File: config.mk
export PLATFORM = sky130hd
export DESIGN_NAME = eth_pkt_buf_writer
export DESIGN_NICKNAME = d
export VERILOG_FILES = /design/src/rtl/eth_pkt_buf_writer.sv
export SDC_FILE = /design/constraint.sdc
export NUM_CORES = 2
export LEC_CHECK = 0
export BUFFER_PORTS_ARGS = -buffer_cell sky130_fd_sc_hd__buf_4
export CORE_AREA = 8 8 446 448
export DETAILED_ROUTE_END_ITERATION = 12
export DIE_AREA = 0 0 454 456
export PLACE_DENSITY_LB_ADDON = 0.12
export SLEW_MARGIN = 30
export SYNTH_ARGS = -nofsm -noshare
export SYNTH_HDL_FRONTEND = slang
export SYNTH_SLANG_ARGS = --single-unit
File: constraint.sdc
create_clock -name clk -period 19.8 [get_ports clk]
set_clock_uncertainty 0.15 [all_clocks]
set_input_delay 3.96 -clock clk [delete_from_list [all_inputs] [get_ports clk]]
set_output_delay 3.96 -clock clk [all_outputs]
set_load 0.005 [all_outputs]
File: src/rtl/eth_pkt_buf_writer.sv
// eth_pkt_buf_writer: writes Ethernet flits into the eSRAM packet buffer and queues packet descriptors.
// Statistics counters are built only when PKT_BUF_STATS_EN is defined.
module eth_pkt_buf_writer #(
    parameter int ADDR_W        = 17,
    parameter int MAX_PKT_FLITS = 32,
    parameter int DESC_DEPTH    = 8
) (
    input  logic              clk,
    input  logic              rst_n,
    input  logic              in_sop,
    input  logic              in_eop,
    input  logic              in_valid,
    input  logic [511:0]      in_data,
    input  logic [5:0]        in_empty,
    output logic              in_almost_full,
    output logic              esram_pkt_buf_wren,
    output logic [ADDR_W-1:0] esram_pkt_buf_wraddress,
    output logic [519:0]      esram_pkt_buf_wrdata,
    input  logic              free_valid,
    input  logic [5:0]        free_flits,
    output logic              desc_valid,
    input  logic              desc_ready,
    output logic [ADDR_W-1:0] desc_addr,
    output logic [5:0]        desc_flits,
    output logic [15:0]       desc_bytes,
    output logic [31:0]       stat_pkt_cnt,
    output logic [31:0]       stat_drop_cnt
);
    localparam int CW = $clog2(DESC_DEPTH);
    localparam int DW = ADDR_W + 22;
    localparam logic [ADDR_W:0] SPAN  = {1'b1, {ADDR_W{1'b0}}};
    localparam logic [ADDR_W:0] MAXF  = (ADDR_W+1)'(MAX_PKT_FLITS);
    localparam logic [ADDR_W:0] MAXF2 = (ADDR_W+1)'(2 * MAX_PKT_FLITS);
    localparam logic [5:0]      MAXC  = 6'(MAX_PKT_FLITS);
    localparam logic [CW:0]     DEPC  = (CW+1)'(DESC_DEPTH);
    localparam logic [CW:0]     AFC   = (CW+1)'(DESC_DEPTH - 2);

    typedef enum logic [1:0] {IDLE, PKT, DROP} state_t;

    state_t            state_q, state_d;
    logic [ADDR_W-1:0] wr_ptr_q, wr_ptr_d, start_q, start_d, ptr_b;
    logic [ADDR_W:0]   used_q, used_d, used_b;
    logic [5:0]        cnt_q, cnt_d, nf;
    logic [15:0]       bytes;
    logic [CW:0]       fcnt_q, eff;
    logic [CW-1:0]     wp_q, rd_q;
    logic [DW-1:0]     pd_q;
    logic [DW-1:0]     mem [DESC_DEPTH];
    logic              rb, ok, wr, push, push_q, pop;
    logic              wren_q;
    logic [ADDR_W-1:0] waddr_q;
    logic [519:0]      wdata_q;

    // A restarting sop sees the buffer as if the aborted packet had never been written.
    always_comb begin
        rb      = state_q == PKT && in_valid && (in_sop || cnt_q == MAXC);
        ptr_b   = rb ? start_q : wr_ptr_q;
        used_b  = rb ? used_q - (ADDR_W+1)'(cnt_q) : used_q;
        eff     = fcnt_q + (CW+1)'(push_q);
        ok      = (SPAN - used_b) >= MAXF && eff < DEPC;
        wr      = in_valid && (in_sop ? ok : state_q == PKT && cnt_q != MAXC);
        push    = wr && in_eop;
        nf      = in_sop ? 6'd1 : cnt_q + 6'd1;
        bytes   = {4'b0, nf, 6'b0} - {10'b0, in_empty};
        cnt_d   = wr ? nf : cnt_q;
        start_d = (in_valid && in_sop && ok) ? ptr_b : start_q;
        wr_ptr_d = ptr_b + ADDR_W'(wr);
        used_d  = used_b + (ADDR_W+1)'(wr) - (free_valid ? (ADDR_W+1)'(free_flits) : '0);
        state_d = !in_valid ? state_q :
                  in_eop ? IDLE :
                  in_sop ? (ok ? PKT : DROP) :
                  (state_q == PKT && cnt_q == MAXC) ? DROP : state_q;
        pop     = desc_valid && desc_ready;
    end

    always_ff @(posedge clk or negedge rst_n) begin
        if (!rst_n) begin
            state_q  <= IDLE;
            wr_ptr_q <= '0;
            start_q  <= '0;
            used_q   <= '0;
            cnt_q    <= '0;
            wren_q   <= 1'b0;
            waddr_q  <= '0;
            wdata_q  <= '0;
            push_q   <= 1'b0;
            pd_q     <= '0;
            wp_q     <= '0;
            rd_q     <= '0;
            fcnt_q   <= '0;
        end else begin
            state_q  <= state_d;
            wr_ptr_q <= wr_ptr_d;
            start_q  <= start_d;
            used_q   <= used_d;
            cnt_q    <= cnt_d;
            wren_q   <= wr;
            if (wr) begin
                waddr_q <= ptr_b;
                wdata_q <= {in_sop, in_eop, in_empty, in_data};
            end
            push_q <= push;
            if (push) pd_q <= {in_sop ? ptr_b : start_q, nf, bytes};
            if (push_q) wp_q <= wp_q + CW'(1);
            if (pop) rd_q <= rd_q + CW'(1);
            fcnt_q <= fcnt_q + (CW+1)'(push_q) - (CW+1)'(pop);
        end
    end

    always_ff @(posedge clk) begin
        if (push_q) mem[wp_q] <= pd_q;
    end

    assign desc_valid = fcnt_q != '0;
    assign {desc_addr, desc_flits, desc_bytes} = desc_valid ? mem[rd_q] : '0;
    assign in_almost_full = (SPAN - used_q) < MAXF2 || fcnt_q >= AFC;
    assign esram_pkt_buf_wren = wren_q;
    assign esram_pkt_buf_wraddress = waddr_q;
    assign esram_pkt_buf_wrdata = wdata_q;

`ifdef PKT_BUF_STATS_EN
    logic [31:0] pkt_q, pkt_d, drop_q, drop_d;
    logic [32:0] pkt_s, drop_s;
    logic [1:0]  dinc;
    // An aborted packet and a refused restart in the same cycle count as two drops.
    assign dinc   = {1'b0, rb} + {1'b0, in_valid && in_sop && !ok};
    assign pkt_s  = {1'b0, pkt_q} + 33'(push);
    assign drop_s = {1'b0, drop_q} + 33'(dinc);
    assign pkt_d  = pkt_s[32] ? '1 : pkt_s[31:0];
    assign drop_d = drop_s[32] ? '1 : drop_s[31:0];
    always_ff @(posedge clk or negedge rst_n) begin
        if (!rst_n) begin
            pkt_q  <= '0;
            drop_q <= '0;
        end else begin
            pkt_q  <= pkt_d;
            drop_q <= drop_d;
        end
    end
    assign stat_pkt_cnt  = pkt_q;
    assign stat_drop_cnt = drop_q;
`else
    assign stat_pkt_cnt  = '0;
    assign stat_drop_cnt = '0;
`endif
endmodule

-- Word-level counts from Yosys, hierarchy flattened
Memory sizes are Yosys's and may differ from the RTL's.
Index checks and enable logic that the tools add are counted.
- reduce and logical (&&, ||, !) cells: 15
- mux-type cells: 13
- add/subtract/negate cells: 12
- equality and inequality tests: 3
- $lt $le $gt $ge: 4
- operators with widths (operator ; number):
    39-bit 2-to-1 mux ; 1
    18-bit subtractor (first input constant) ; 2
    18-bit by 6-bit subtractor with 18-bit output ; 2
    17-bit 2-to-1 mux ; 2
    18-bit by 1-bit adder with 18-bit output ; 1
    18-bit by 6-bit greater-or-equal comparator with 1-bit output (second input constant) ; 1
    18-bit by 7-bit less-than comparator with 1-bit output (second input constant) ; 1
    18-bit 2-to-1 mux ; 1
    17-bit by 1-bit adder with 17-bit output ; 1
    12-bit by 6-bit subtractor with 13-bit output ; 1
    6-bit 2-to-1 mux ; 2
    1-bit logical AND ; 10
    2-bit 2-to-1 mux ; 4
    3-bit by 1-bit adder with 3-bit output (second input constant) ; 2
    6-bit by 1-bit adder with 6-bit output (second input constant) ; 1
    6-bit equality test (second input constant) ; 1
    6-bit inequality test (second input constant) ; 1
    4-bit by 1-bit adder with 4-bit output ; 1
    4-bit by 3-bit greater-or-equal comparator with 1-bit output (second input constant) ; 1
    4-bit less-than comparator (second input constant) ; 1
    4-bit nonzero test ; 1
    4-bit by 1-bit subtractor with 4-bit output ; 1
    1-bit 2-to-1 mux ; 3
    3-bit nonzero test ; 1
    3 further kinds ; 4
- memories kept: 1
- register bits: 648
- word-level logic and storage cells: 61
- output and inout port bits: 643
- input port bits: 531
- memory bits (writable): 312
- memories (memory ; words ; width ; read ports ; clocked after Yosys merged registers in ; write ports ; line ; text):
    mem ; 8 ; 39 ; 1 ; 0 ; 1 ; 48 ; logic [DW-1:0] mem [DESC_DEPTH];

-- Longest topological paths before layout
- word-level depth: 11
- gate-level depth with buffers: 35
- depth with buffers taken out: 33

-- Worst setup path after synthesis
Ideal clock, no wire load.
- kind: in2reg
- from: in in_valid
- to: reg used_q[16]
- buffers on the path: 4
- data required time: 19.579 ns
- setup time: 0.071 ns
- cell stages on the path: 32
- data arrival time: 9.787 ns
- setup slack: 9.793 ns
- cells stage by stage: buf_2 -> a32oi_2 -> or2_0 -> clkbuf_1 -> or4_1 -> and2_1 -> ha_1 -> or2_2 -> a211oi_1 -> and4b_1 -> mux2i_1 -> a31oi_2 -> a41oi_4 -> a21o_4 -> inv_6 -> buf_4 -> buf_4 -> ha_1 -> inv_1 -> ha_1 -> inv_1 -> fa_1 -> nor2b_1 -> o21ai_0 -> a21boi_0 -> o21a_1 -> o21ai_0 -> a21oi_1 -> o31ai_1 -> a21oi_1 -> or4_1 -> nand4_1
- word-level cells in the longest chain between the ends: 10
- RTL lines (item ; line ; text):
    from (decl) ; 12 ; input logic in_valid,
    1-bit logical AND (2 in series) ; 56 ; rb = state_q == PKT && in_valid && (in_sop || cnt_q == MAXC);
    18-bit 2-to-1 mux ; 58 ; used_b = rb ? used_q - (ADDR_W+1)'(cnt_q) : used_q;
    18-bit subtractor ; 60 ; ok = (SPAN - used_b) >= MAXF && eff < DEPC;
    18-bit by 6-bit greater-or-equal comparator with 1-bit output ; 60 ;
    1-bit logical AND ; 60 ;
    1-bit 2-to-1 mux ; 61 ; wr = in_valid && (in_sop ? ok : state_q == PKT && cnt_q != MAXC);
    1-bit logical AND ; 61 ;
    18-bit by 1-bit adder with 18-bit output (*) ; 68 ; used_d = used_b + (ADDR_W+1)'(wr) - (free_valid ? (ADDR_W+1)'(free_flits) : '0);
    18-bit by 6-bit subtractor with 18-bit output (*) ; 68 ;
    named net used_d[16] ; 42 ; logic [ADDR_W:0] used_q, used_d, used_b;
    to (signal assigned) ; 95 ; used_q <= used_d;
    to (decl) ; 42 ;
Mark *: on every way through the listed nets, which the timed path passes. The rest lies on a longest branch.
A chain may end at the register's enable or synchronous reset.

-- Worst setup path in the final report
Ends and elaborated chain as after synthesis.

==> results.py <==
metrics = {
    "worst_setup_path": {
        "r2r_slack_ns": 10.54,
        "worst_path_most_repeated_cell": "ha_1",
        "crit_end": "used_q[16]$_DFF_PN0_",
        "worstSetupStartpoint": "in_valid",
        "arrival_ns": 11.92,
        "startpoint_type": "input port",
        "cp-end-kind": "flop",
        "cp_num_cells": 30,
        "cp_slowest_stage_delay_ns": 0.78,
        "r2r-start": "cnt_q[0]$_DFFE_PN0N_",
        "critPathRequiredTime_ns": 20.32,
        "cpLargestDelayFamily": "compound AO/OA/AOI/OAI gates",
        "r2r-end": "used_q[16]$_DFF_PN0_",
        "reg2reg_depth": 31,
        "crit_fanout": 110,
        "path_class": "input port to flop",
        "critical_path.slowest_cell": "a2111oi_0",
        "path_buf_inv": 5,
    },
    "global_route": {
        "grt_pass1_vias": 27600,
        "grt_first_pass_wirelength_mm": 271,
        "grt_use_total": 0.193,
        "grt_max_degree": 142,
        "antenna_found_initial": 107,
        "grt-ovfl-total": 0,
    },
    "place": {
        "dpl_cell_area_mm2": 0.0496,
        "dpl.cell_count": 6004,
        "portBuffers": 1109,
        "dp_hpwl_mm": 165,
        "gp_congestion": 0.915,
    },
    "power_and_ir_drop": {
        "p_leak_uw": 0.0228,
        "ir_drop_mv": 0.0709,
        "power_uw": 8930,
        "power.density_mw_per_mm2": 166,
    },
    "floorplan": {
        "dieWidth_um": 454,
        "die_area_mm2": 0.207,
        "start_util": 0.205,
        "coreArea_mm2": 0.192,
        "rows": 161,
        "io_pins": 1174,
        "fp.dieH_um": 456,
    },
    "yosys": {
        "syn_area_mm2": 0.0392,
        "synth-seq-cells": 933,
        "synth_seq_area_share": 0.632,
        "ys.flop_type": "dfrtp_1",
        "synthCells": 2457,
        "yosysWarnings": 0,
        "synth_area_per_cell_um2": 16.0,
        "synth_edf_count": 288,
        "ys_async_sr_fraction": 0.691,
        "synthDistinctLibCells": 81,
    },
    "clock_network": {
        "clk_path_buf_depth": 3,
        "cts_hold_buffers": 0,
        "cts_htree_levels": 3,
        "insertion_delay_ns": 0.73,
        "cts_made_buffers": 118,
        "cts_tree": "built",
        "cts_setup_buffers": 0,
        "path_clk_slew_ns": 0.06,
        "cts_resized": 0,
        "cts_sinks": 933,
        "cts_root_buf": "clkbuf_16",
    },
    "layout": {
        "final_nets": 4181,
        "final_cells": 6252,
        "area_growth_syn_to_layout_pct": 36.8,
        "design_area_mm2": 0.0537,
        "drive_above_1_share": 0.409,
    },
    "sta": {
        "fin_crit_sh": 0.576,
        "maxSlewHeadroom": 0.337,
        "timing.fmax_ghz": 0.0877,
        "fin_crit_ns": 11.40,
        "tns_ns": 0,
        "slew_viol_final": 0,
        "rsz0062_at_grt": "false",
        "setup_viol": 0,
        "worst_slew_pin_slew_ns": 0.994,
        "hold_violations": 0,
    },
    "routing": {
        "drc": 0,
        "dr.pass1.iters": 5,
        "vias": 25700,
        "routedWlPerCell_um": 33.0,
        "totalWireLength_mm": 206,
        "vias_per_cell": 4.11,
        "initialDrtViolationCount": 1324,
        "ant_nets": 0,
    },
    "hold_path": {
        "whs_path_depth": 1,
        "hold_class": "flop to flop",
    },
    "outcome": {
        "status": "completed",
    },
    "flow_run": {
        "cap_viol_max_count": 0,
    },
}
-- state kept, by name, indices dropped and copies added (netlist names) --
signal,count
cnt_q,6
esram_pkt_buf_wraddress,17
esram_pkt_buf_wrdata,520
esram_pkt_buf_wren,1
fcnt_q,4
mem,288
pd_q,36
push_q,1
rd_q,3
start_q,17
state_q,2
used_q,18
wp_q,3
wr_ptr_q,17
-- where the power goes --
group          leakage, uW  switching, uW  total, uW  internal, uW
clock              0.00198            905       2260          1350
combinational       0.0106           1740       3350          1610
sequential          0.0103            601       3320          2720
-- worst min-delay path by stage --
stage                                           from                                    end  slack [ns]
2_1_floorplan                 state_q[1]$_DFFE_PN0P_                 state_q[1]$_DFFE_PN0P_        0.31
3_3_place_gp   esram_pkt_buf_wrdata[107]$_DFFE_PN0N_  esram_pkt_buf_wrdata[107]$_DFFE_PN0N_        0.32
3_5_place_dp    esram_pkt_buf_wrdata[57]$_DFFE_PN0N_   esram_pkt_buf_wrdata[57]$_DFFE_PN0N_        0.33
4_1_cts        esram_pkt_buf_wrdata[190]$_DFFE_PN0N_  esram_pkt_buf_wrdata[190]$_DFFE_PN0N_        0.34
5_1_grt        esram_pkt_buf_wrdata[356]$_DFFE_PN0N_  esram_pkt_buf_wrdata[356]$_DFFE_PN0N_        0.35
6_report       esram_pkt_buf_wrdata[380]$_DFFE_PN0N_  esram_pkt_buf_wrdata[380]$_DFFE_PN0N_        0.34
-- through the flow --
stage	utilization	setup slack, ns	hold WS [ns]
2_1_floorplan	-	9.79	0.306
3_3_place_gp	0.259	7.77	0.324
3_5_place_dp	0.259	7.62	0.332
4_1_cts	0.280	8.44	0.345
5_1_grt	0.280	7.71	0.349
6_report	0.280	8.40	0.340
-- area by class of cell --
type	count	area (um^2)
clock inverter	54	633
antenna	29	72.6
inverter	52	221
clock buffer	165	3380
timing repair buffer	1143	8620
fill	19800	138000
multi-input combinational	1350	12800
sequential	933	24800
tap	2526	3160
-- per-layer routing --
metal,GRT usage,share of wire,routed length (um)
met5,0,0.00091,188
met4,0.0301,0.018,3770
met3,0.0834,0.096,19800
met2,0.325,0.48,99600
met1,0.234,0.40,82700
-- cell usage in the layout (no fill, tap or decap), types with 45 or more instances in the layout --
cell type	netlist	layout
buf_4	74	1137
dfrtp_1	645	642
mux2_1	481	481
edfxtp_1	288	288
clkbuf_16	0	119
nor2_1	90	83
nand2_1	82	82
mux2_2	78	78
mux4_2	72	72
conb_1	1	64
mux2i_1	56	56
inv_1	51	51
ha_1	50	50
nand3_1	45	45
-- Yosys cell counts (3+ instances only) --
cell	instances	area share
nor4_1	5	0.00080
or2_2	6	0.00096
a31oi_1	7	0.0011
nor2_1	90	0.0086
clkbuf_1	41	0.0039
mux2_1	481	0.14
xor2_1	21	0.0047
a31o_2	3	0.00067
ha_1	50	0.016
or4_1	6	0.0011
inv_1	51	0.0049
o31ai_1	6	0.0011
nor2b_1	13	0.0021
o21a_1	4	0.00077
a21oi_1	32	0.0041
and3_1	5	0.00080
a211o_1	3	0.00067
a21o_1	4	0.00077
nand4_1	13	0.0021
edfxtp_1	288	0.22
buf_12	44	0.022
dfrtp_1	645	0.41
nand3_1	45	0.0057
buf_4	74	0.014
o21ai_0	23	0.0029
mux2i_1	56	0.014
o32ai_1	11	0.0025
a211oi_1	5	0.00096
o21bai_1	3	0.00057
nor3_1	26	0.0033
o32a_1	15	0.0038
or3_1	7	0.0011
a221o_1	6	0.0015
xnor2_1	41	0.0092
o22ai_1	3	0.00048
mux2_2	78	0.022
nand2_1	82	0.0078
mux4_2	72	0.041
nand2b_1	11	0.0018
nand3b_1	3	0.00057
buf_6	9	0.0026
buf_2	5	0.00064
buf_1	11	0.0011
and2_1	7	0.0011
-- cells by family after synthesis --
logic type | share of synthesized area
other cells | 0.0000956
buf+inv | 0.0503
fa+ha+maj | 0.0170
compound gates | 0.0290
simple gates | 0.0411
mux | 0.216
flops | 0.632
xor+xnor | 0.0144
Note: power is estimated with default switching activity, not from simulation.
